==> src/rtl/fft_ctrl_pkg.sv <==
// rtl/fft_ctrl_pkg.sv - shared types, widths and frame-length helpers for fft_frame_ctrl
package fft_ctrl_pkg;

  localparam int DATA_W   = 14;
  localparam int CNT_W    = 16;
  localparam int MAX_LOG2 = 12;
  localparam int MIN_LOG2 = 3;

  typedef enum logic [1:0] {
    ST_IDLE,
    ST_ARM,
    ST_FRAME,
    ST_GAP
  } state_e;

  function automatic logic [3:0] clamp_log2(input logic [3:0] n);
    if (n < 4'(MIN_LOG2)) return 4'(MIN_LOG2);
    if (n > 4'(MAX_LOG2)) return 4'(MAX_LOG2);
    return n;
  endfunction

  // Index of the last sample in a frame, i.e. 2^clamp(n) - 1.
  function automatic logic [MAX_LOG2-1:0] len_m1(input logic [3:0] n);
    logic [MAX_LOG2:0] len;
    len = (MAX_LOG2+1)'(1) << clamp_log2(n);
    return MAX_LOG2'(len - (MAX_LOG2+1)'(1));
  endfunction

endpackage

==> src/rtl/fft_st_outreg.sv <==
// rtl/fft_st_outreg.sv - one-entry Avalon-ST output register with load-accept and drop strobes
module fft_st_outreg
  import fft_ctrl_pkg::*;
(
  input  logic              clk,
  input  logic              reset,
  input  logic              load,
  input  logic [DATA_W-1:0] load_data,
  input  logic              load_sop,
  input  logic              load_eop,
  input  logic              src_ready,
  output logic [DATA_W-1:0] src_data,
  output logic              src_valid,
  output logic              src_sop,
  output logic              src_eop,
  output logic              taken,
  output logic              drop
);

  logic stall;

  // A beat accepted this cycle frees the register, so a new load can ride the same edge.
  assign stall = src_valid && !src_ready;
  assign taken = load && !stall;
  assign drop  = load && stall;

  always_ff @(posedge clk) begin
    if (reset) begin
      src_valid <= 1'b0;
      src_data  <= '0;
      src_sop   <= 1'b0;
      src_eop   <= 1'b0;
    end else if (taken) begin
      src_valid <= 1'b1;
      src_data  <= load_data;
      src_sop   <= load_sop;
      src_eop   <= load_eop;
    end else if (src_ready) begin
      src_valid <= 1'b0;
    end
  end

endmodule

==> src/rtl/fft_frame_ctrl.sv <==
// rtl/fft_frame_ctrl.sv - cuts the ADC sample stream into fixed-length FFT frames for the FFT FIFO
module fft_frame_ctrl
  import fft_ctrl_pkg::*;
(
  input  logic              clk_clk,
  input  logic              reset_reset,
  input  logic [3:0]        cfg_log2_len,
  input  logic [CNT_W-1:0]  cfg_num_frames,
  input  logic [CNT_W-1:0]  cfg_gap,
  input  logic              cfg_use_trig,
  input  logic              cmd_start,
  input  logic              cmd_stop,
  input  logic              trig,
  input  logic [DATA_W-1:0] adc_data,
  input  logic              adc_valid,
  output logic [DATA_W-1:0] src_data,
  output logic              src_valid,
  input  logic              src_ready,
  output logic              src_sop,
  output logic              src_eop,
  output logic              busy,
  output logic              done,
  output logic              overflow,
  output logic [CNT_W-1:0]  frame_cnt
);

  state_e              state, state_nxt;
  logic [MAX_LOG2-1:0] len_m1_q, smp_cnt;
  logic [CNT_W-1:0]    num_frames_q, gap_q, gap_cnt;
  logic                use_trig_q, stop_pend, trig_q;
  logic                start, eop_acc, last_frame, load_req, taken, drop;
  logic                done_nxt, gap_clr, gap_inc, smp_sop, smp_eop;

  assign start      = (state == ST_IDLE) && cmd_start;
  assign eop_acc    = (state == ST_FRAME) && src_valid && src_ready && src_eop;
  assign last_frame = stop_pend || cmd_stop ||
                      ((num_frames_q != '0) && (frame_cnt + CNT_W'(1) == num_frames_q));
  assign smp_sop    = (smp_cnt == '0);
  assign smp_eop    = (smp_cnt == len_m1_q);
  assign busy       = (state != ST_IDLE);

  always_ff @(posedge clk_clk) begin
    if (reset_reset) state <= ST_IDLE;
    else             state <= state_nxt;
  end

  always_comb begin
    state_nxt = state;
    load_req  = 1'b0;
    done_nxt  = 1'b0;
    gap_clr   = 1'b0;
    gap_inc   = 1'b0;
    unique case (state)
      ST_IDLE: if (cmd_start) state_nxt = ST_ARM;
      ST_ARM: begin
        if (cmd_stop) begin
          state_nxt = ST_IDLE;
          done_nxt  = 1'b1;
        end else if (!use_trig_q || (trig && !trig_q)) begin
          state_nxt = ST_FRAME;
        end
      end
      ST_FRAME: begin
        // The sample arriving with the eop handshake already belongs to what follows the frame.
        if (!eop_acc) begin
          load_req = adc_valid;
        end else if (last_frame) begin
          state_nxt = ST_IDLE;
          done_nxt  = 1'b1;
        end else if (gap_q == '0) begin
          load_req = adc_valid;
        end else if (!(adc_valid && gap_q == CNT_W'(1))) begin
          state_nxt = ST_GAP;
          gap_clr   = 1'b1;
          gap_inc   = adc_valid;
        end
      end
      ST_GAP: begin
        if (cmd_stop) begin
          state_nxt = ST_IDLE;
          done_nxt  = 1'b1;
        end else if (adc_valid) begin
          if (gap_cnt + CNT_W'(1) == gap_q) state_nxt = ST_FRAME;
          else                               gap_inc   = 1'b1;
        end
      end
      default: state_nxt = ST_IDLE;
    endcase
  end

  always_ff @(posedge clk_clk) begin
    if (reset_reset) begin
      len_m1_q     <= '0;
      num_frames_q <= '0;
      gap_q        <= '0;
      use_trig_q   <= 1'b0;
      stop_pend    <= 1'b0;
      trig_q       <= 1'b0;
      smp_cnt      <= '0;
      gap_cnt      <= '0;
      frame_cnt    <= '0;
      overflow     <= 1'b0;
      done         <= 1'b0;
    end else begin
      trig_q <= trig;
      done   <= done_nxt;
      if (start) begin
        len_m1_q     <= len_m1(cfg_log2_len);
        num_frames_q <= cfg_num_frames;
        gap_q        <= cfg_gap;
        use_trig_q   <= cfg_use_trig;
        stop_pend    <= 1'b0;
        smp_cnt      <= '0;
        frame_cnt    <= '0;
        overflow     <= 1'b0;
      end else begin
        if (drop)    overflow  <= 1'b1;
        if (taken)   smp_cnt   <= smp_eop ? '0 : smp_cnt + MAX_LOG2'(1);
        if (eop_acc) frame_cnt <= frame_cnt + CNT_W'(1);
        if ((state == ST_FRAME) && cmd_stop) stop_pend <= 1'b1;
      end
      if (gap_clr)      gap_cnt <= CNT_W'(gap_inc);
      else if (gap_inc) gap_cnt <= gap_cnt + CNT_W'(1);
    end
  end

  fft_st_outreg u_outreg (
    .clk       (clk_clk),
    .reset     (reset_reset),
    .load      (load_req),
    .load_data (adc_data),
    .load_sop  (smp_sop),
    .load_eop  (smp_eop),
    .src_ready (src_ready),
    .src_data  (src_data),
    .src_valid (src_valid),
    .src_sop   (src_sop),
    .src_eop   (src_eop),
    .taken     (taken),
    .drop      (drop)
  );

endmodule
==> config.mk <==
export PLATFORM = sky130hd
export DESIGN_NAME = fft_frame_ctrl
export DESIGN_NICKNAME = d
export VERILOG_FILES = /design/src/rtl/fft_ctrl_pkg.sv /design/src/rtl/fft_st_outreg.sv /design/src/rtl/fft_frame_ctrl.sv
export SDC_FILE = /design/constraint.sdc
export NUM_CORES = 1
export LEC_CHECK = 0
export ABC_CLOCK_PERIOD_IN_PS = 4200
export BUFFER_PORTS_ARGS = -buffer_cell sky130_fd_sc_hd__buf_2
export CAP_MARGIN = 20
export CORE_ASPECT_RATIO = 0.75
export CORE_MARGIN = 1.5
export CORE_UTILIZATION = 57
export CTS_CLUSTER_SIZE = 30
export DETAILED_ROUTE_END_ITERATION = 10
export HOLD_SLACK_MARGIN = 0.1
export PLACE_DENSITY_LB_ADDON = 0.25
export SLEW_MARGIN = 20
export SYNTH_ARGS = -nofsm -noshare
export SYNTH_HDL_FRONTEND = slang
export SYNTH_SLANG_ARGS = --single-unit
==> constraint.sdc <==
create_clock -name clk_clk -period 4.2 [get_ports clk_clk]
set_input_delay 0.42 -clock clk_clk [delete_from_list [all_inputs] [get_ports clk_clk]]
set_output_delay 0.42 -clock clk_clk [all_outputs]
set_load 0.1 [all_outputs]
---- Word-level counts from Yosys, hierarchy flattened ----
Index checks and enable logic that the tools add are counted.
operators by class
  $add $sub $neg .......................... 4
  $lt $le $gt $ge ......................... 2
  equality and inequality tests ........... 14
  shift operators ......................... 1
  multiplexer cells ....................... 50
  reduce and logical (&&, ||, !) cells .... 29
operators with widths
  operator                                            count
  adder 16 x 1 -> 16 bit, second input constant       2
  == test 16 bit                                      2
  two-way mux 1 bit                                   30
  two-way mux 4 bit                                   6
  two-way mux 2 bit                                   10
  == test 16 x 1 -> 1 bit, second input constant      1
  zero test 16 bit                                    1
  nonzero test 16 bit                                 1
  inequality test 3 bit, second input constant        5
  adder 12 x 1 -> 12 bit, second input constant       1
  == test 12 bit                                      1
  zero test 12 bit                                    1
  two-way mux 12 bit                                  1
  left shift 1 x 4 -> 12 bit, first input constant    1
  subtractor 12 x 1 -> 12 bit, second input constant  1
  logical AND 1 bit                                   11
  case mux 2 bit (4 select lines)                     1
  AND reduction 7 bit                                 1
  nonzero test 2 bit                                  3
  OR reduction 2 bit                                  3
  == test 2 bit, second input constant                2
  > comparator 4 bit, second input constant           1
  zero test 1 bit                                     4
  < comparator 4 x 2 -> 1 bit, second input constant  1
  other kinds (5)                                     9
word-level totals
  flip-flop bits (word level) ............. 112
  input bits .............................. 58
  output and inout port bits .............. 36
  word-level logic and storage cells ...... 117

---- Longest topological paths before layout ----
  depth in word-level cells ............... 13
  gate-level depth with buffers ........... 13
  mapped depth without buffers ............ 10

---- Hierarchy ----
From an unflattened synthesis, not the netlist that was laid out.
unflattened totals
  cells, all modules ...................... 749
  area total of the unflattened synthesis .. 6004.5 µm²
by module, submodules not included
  module          times used  cells each  area an instance (µm²)  seq. area each (µm²)
  fft_frame_ctrl  1           674         5223.8                  1901.8
  fft_st_outreg   1           75          780.7                   340.3

---- Least setup slack after synthesis ----
Ideal clock, no wire load.
  path kind ............................... register -> register
  from .................................... reg frame_cnt[0]
  to ...................................... reg gap_cnt[11]
  library setup time ...................... 0.071 ns
  arrival ................................. 3.593 ns
  required time ........................... 4.129 ns
  slack ................................... 0.537 ns
  cell stages (with the launch flop) ...... 12
  path buffers ............................ 1
  clock period less this slack ............ 3.663 ns
  path through ............................ dfxtp_1 > ha_1 > nand3_1 > nor4_1 > or3_1 > a211o_1 > nor4_4 > or4_1 > buf_2 > a21o_1 > or4_1 > a21oi_1
between the ends
  cells in the longest elaborated chain, start to end .. 8
  elaborated cells between the ends (all ways) .. 11
  those cells by class .................... add/sub (1); eq/ne (1); mux (6); reduce/logical (3)
ends and longest elaborated chain
  item                          RTL line               RTL
  start: declaration            fft_frame_ctrl.sv:24   output logic [CNT_W-1:0] frame_cnt
  start signal: assignment      fft_frame_ctrl.sv:119  if (eop_acc) frame_cnt <= frame_cnt + CNT_W'(1);
  adder 16 x 1 -> 16 bit (*)    fft_frame_ctrl.sv:37   ((num_frames_q != '0) && (frame_cnt + CNT_W'(1) == num_frames_q));
  == test 16 bit (*)            fft_frame_ctrl.sv:37
  logical AND 1 bit (*)         fft_frame_ctrl.sv:37
  logical OR 1 bit (*)          fft_frame_ctrl.sv:36   assign last_frame = stop_pend || cmd_stop ||
  two-way mux 1 bit             fft_frame_ctrl.sv:67   end else if (last_frame) begin
  two-way mux 1 bit             fft_frame_ctrl.sv:65   if (!eop_acc) begin
  two-way mux 1 bit             fft_frame_ctrl.sv:53   unique case (state)
  OR reduction 2 bit (no line)  --
  end signal: assignment        fft_frame_ctrl.sv:122  if (gap_clr) gap_cnt <= CNT_W'(gap_inc);
  end signal: assignment        fft_frame_ctrl.sv:123  else if (gap_inc) gap_cnt <= gap_cnt + CNT_W'(1);
  end: declaration              fft_frame_ctrl.sv:29   logic [CNT_W-1:0] num_frames_q, gap_q, gap_cnt;
Every way passes the cells marked *; elsewhere a longest branch is shown, timed or not.
A chain may end at the register's enable or synchronous reset.

---- Final worst setup path ----
  from .................................... reg gap_cnt[0]
  to ...................................... reg gap_cnt[3]
between the ends
  cells in the longest elaborated chain, start to end .. 6
ends and longest elaborated chain
  item                             RTL line                                     RTL
  adder 16 x 1 -> 16 bit (*)       fft_frame_ctrl.sv:83, fft_frame_ctrl.sv:123
  == test 16 bit                   fft_frame_ctrl.sv:83                         if (gap_cnt + CNT_W'(1) == gap_q) state_nxt = ST_FRAME;
  two-way mux 1 bit                fft_frame_ctrl.sv:83
  two-way mux 1 bit                fft_frame_ctrl.sv:82                         end else if (adc_valid) begin
  two-way mux 1 bit                fft_frame_ctrl.sv:79                         if (cmd_stop) begin
  case mux 1 bit (2 select lines)  fft_frame_ctrl.sv:53
Marks and branches as above.

==> results.yml <==
route:
  drt_wl_total_mm: 15.3
  vias: 5508
  post_drt_wl_per_cell_um: 16.3
  drtIter0Drc: 491
  vias_per_cell: 5.88
  firstDrtPassIters: 5
  drc: 0
  drtAntennaViolNets: 0
die:
  row_count: 31
  dieWidth_um: 120
  ioPinCount: 94
  core_area_um2: 9810
  die_area_um2: 10900
  die_height_um: 90.8
  start_util: 0.596
pwr:
  power_switching_w: 0.000706
  total_leakage_power_nw: 2.68
  p_clk_frac: 0.351
  p_int_w: 0.00167
  p_seq_frac: 0.488
  p_per_area_nw_per_um2: 360
  ir_drop_v: 0.000259
  swShare: 0.297
  comb_power_share: 0.161
clock_network:
  cts_buffers: 9
  tritoncts: "yes"
  cts_max_path_buffers: 2
  clock_latency_ns: 0.35
  cts_root_buf: "clkbuf_16"
  postCtsResizedCells: 0
  path_clk_slew_ns: 0.08
  postCtsHoldBufs: 0
  clkSinkCount: 112
  cts_setup_buffers: 0
  htreeDepth: 3
yosys:
  synth_edf_count: 0
  synth_cell_types: 61
  synth_cells: 734
  synth_xor_area_frac: 0.118
  synthAdderAreaFrac: 0.0107
  yosys.area_share.simple: 0.273
  synth_area_um2: 5850
  synthFlopType: "dfxtp_1"
  syn_avg_cell_area_um2: 7.97
  synth_compound_gate_area_share: 0.139
  ys_async_sr_fraction: 0
  netlist.area_leader.share: 0.383
  synth_top_family_by_area: "simple AND/OR/NAND/NOR gates"
  ys_warn_count: 0
  seq_area_frac_synth: 0.383
  synth_area_leaders: "dfxtp_1 (38%), nand2_1 (7.0%), xor2_1 (6.0%)"
  ys_ff_latch: 112
  synth_top_area_cell: "dfxtp_1"
  synthMuxAreaShare: 0.0291
sta:
  setup_viol: 0
  setup_ws_ns: 0.406
  fmax_mhz: 264
  timing.final.crit_share: 0.903
  slew_headroom: 0.403
  setup_tns_ns: 0
  finalCriticalPeriod_ns: 3.79
  maxSlewViolCount: 0
  hold_violations: 0
  fin_skew_ns: 0.00816
  worstMarginPinSlew_ns: 0.895
  rsz0062_at_grt: "no"
critical_path:
  reg2reg_setup_slack_ns: 0.41
  worstReg2RegStart: "gap_cnt[0]$_SDFFE_PP0P_"
  start_kind: "flop"
  worst_path_largest_cell_delay_ns: 0.72
  cp.arrival_ns: 4.06
  critPathCaptureType: "flop"
  crit_fanout: 15
  crit_top_cell: "nand3_1"
  worstPathRequired_ns: 4.47
  cp_cell_sequence: "ha_1, nand3_1, nor4_1, xnor2_1, nand3_1, or4_1, o41ai_2, buf_4, a21o_1, o21ai_0, a21oi_1"
  reg2reg_to: "gap_cnt[3]$_SDFFE_PP0P_"
  cpMaxStageDelayCell: "nor4_1"
  timing.setup.critical_path_class: "flop to flop"
  reg2regPathDepth: 11
hold_path:
  hold_path_end: "u_outreg.src_data[11]$_SDFFE_PP0P_"
  hp-class: "primary input to flop"
  hold_path_startpoint: "adc_data[11]"
  hold_depth: 3
grt:
  grt_pass1_vias: 5254
  grt_pass1_wl_mm: 25.3
  grt-ovfl-total: 0
  grt_util_all_layers: 0.286
  antenna_found_initial: 0
  grt_max_degree: 43
placed_design:
  port_buffers: 93
  hpwlAfterDp_mm: 11.0
  gp_congestion: 0.941
  dpl_worst_slack_ns: 0.609
  dpl_cell_area_um2: 6310
status:
  status: "complete, no violations"
finish:
  nets: 862
  fin_area_um2: 6600
  areaGrowthSynthToFinish_pct: 12.8
  n_antenna_cell: 0
  layout-drive-gt1-share: 0.157
  n_fill_cell: 807
flow_run:
  cap_viol_max_count: 0
synth_stat cells (6+ instances only):
cell      count
nand2_1     109
nor4_1       24
nand2b_1      8
clkbuf_1     24
nor2_1       74
o21ai_0      23
buf_4         6
a21oi_1      64
nor3_1       18
nand4_1      16
xnor2_1      39
nand3_1      29
buf_1         6
mux2i_1      17
a211oi_1     10
or3_1        14
xor2_1       40
inv_1        12
or4_1         9
buf_2         8
dfxtp_1     112
sequential cells by signal, indices dropped and copies added (netlist names):
name / cells
u_outreg.src_valid: 1
trig_q: 1
use_trig_q: 1
overflow: 1
stop_pend: 1
num_frames_q: 16
u_outreg.src_eop: 1
smp_cnt: 12
gap_q: 16
len_m1_q: 12
u_outreg.src_sop: 1
gap_cnt: 16
u_outreg.src_data: 14
done: 1
state: 2
frame_cnt: 16
how the worst max path moves through the flow:
stage	endpoint	slack, ns	from
floorplan	gap_cnt[11]$_SDFFE_PP0P_	0.54	frame_cnt[0]$_SDFFE_PP0P_
global placement	gap_cnt[11]$_SDFFE_PP0P_	0.83	gap_cnt[0]$_SDFFE_PP0P_
detailed placement	gap_cnt[15]$_SDFFE_PP0P_	0.61	gap_cnt[0]$_SDFFE_PP0P_
CTS	gap_cnt[3]$_SDFFE_PP0P_	0.54	gap_cnt[0]$_SDFFE_PP0P_
global route	gap_cnt[3]$_SDFFE_PP0P_	0.13	gap_cnt[0]$_SDFFE_PP0P_
finish	gap_cnt[3]$_SDFFE_PP0P_	0.41	gap_cnt[0]$_SDFFE_PP0P_
stage by stage:
stage	std cells	power, W	hold WS, ns	utilization
floorplan	735	0.00146	0.437	-
global placement	920	0.00155	0.449	0.644
detailed placement	920	0.00156	0.463	0.644
CTS	936	0.00238	0.292	0.673
global route	936	0.00247	0.298	0.673
finish	936	0.00237	0.301	0.673
critical path: cells and delay by family (launching register included):
kind,cells,cell delay (ns)
AOI/OAI and AO/OA,4,0.92
xor gates and xnor gates,1,0.19
adders and majority gates,1,0.35
buffers and inverters,1,0.19
DFF,1,0.47
and+or+nand+nor,4,1.59
kinds of logic (layout without fill, tap and decap cells):
logic type,count (synthesis),after routing
mux,17,17
other cells,1,2
xor+xnor,79,79
fa+ha+maj,5,5
simple gates,328,328
compound gates,133,133
flops,112,112
buf+inv,59,128
power by group through the flow:
stage | logic (W) | registers (W) | clock network, W
5_1_grt | 0.000420 | 0.00116 | 0.000885
3_3_place_gp | 0.000369 | 0.00118 | 0
4_1_cts | 0.000379 | 0.00116 | 0.000843
6_report | 0.000382 | 0.00116 | 0.000833
3_5_place_dp | 0.000377 | 0.00118 | 0
2_1_floorplan | 0.000237 | 0.00122 | 0
layer usage:
layer	vias to the layer above	track usage	wire length, µm
met5	-	0	0
met4	0	0.0704	178
met3	22	0.0694	1270
met2	221	0.444	6650
met1	2566	0.399	7160
li1	2699	-	-
placed cells by master, fill, tap and decap left out, types with 3 or more instances in the layout:
cell,synthesis,layout
dfxtp_1,112,112
nor2_1,74,74
and4_1,4,4
ha_1,5,5
inv_6,0,3
buf_4,6,7
mux2i_1,17,17
a211o_1,3,3
clkbuf_16,0,9
xor2_1,40,40
a211oi_1,10,10
or3_1,14,14
a21oi_1,64,64
o31ai_1,4,4
buf_2,8,93
o21ai_0,23,23
nor4_1,24,24
or4_1,9,9
nand4_1,16,16
and2_1,3,3
o211ai_1,3,3
nand3_1,29,29
nor3_1,18,18
and3_1,5,5
xnor2_1,39,39
nand2_1,109,109
nand2b_1,8,8
nor2b_1,3,3
inv_1,12,12
cell type report:
| class | count | area (µm²) | share of cell area |
|---|---|---|---|
| repair buffers | 100 | 518 | 0.0785 |
| clock inverters | 5 | 45.0 | 0.00682 |
| well taps | 132 | 165 | 0.0250 |
| inverters | 12 | 45.0 | 0.00682 |
| multi-input cells | 564 | 3340 | 0.507 |
| flip-flops and latches | 112 | 2240 | 0.340 |
| clock buffers | 11 | 243 | 0.0368 |
(Power assumes the default switching activity.)
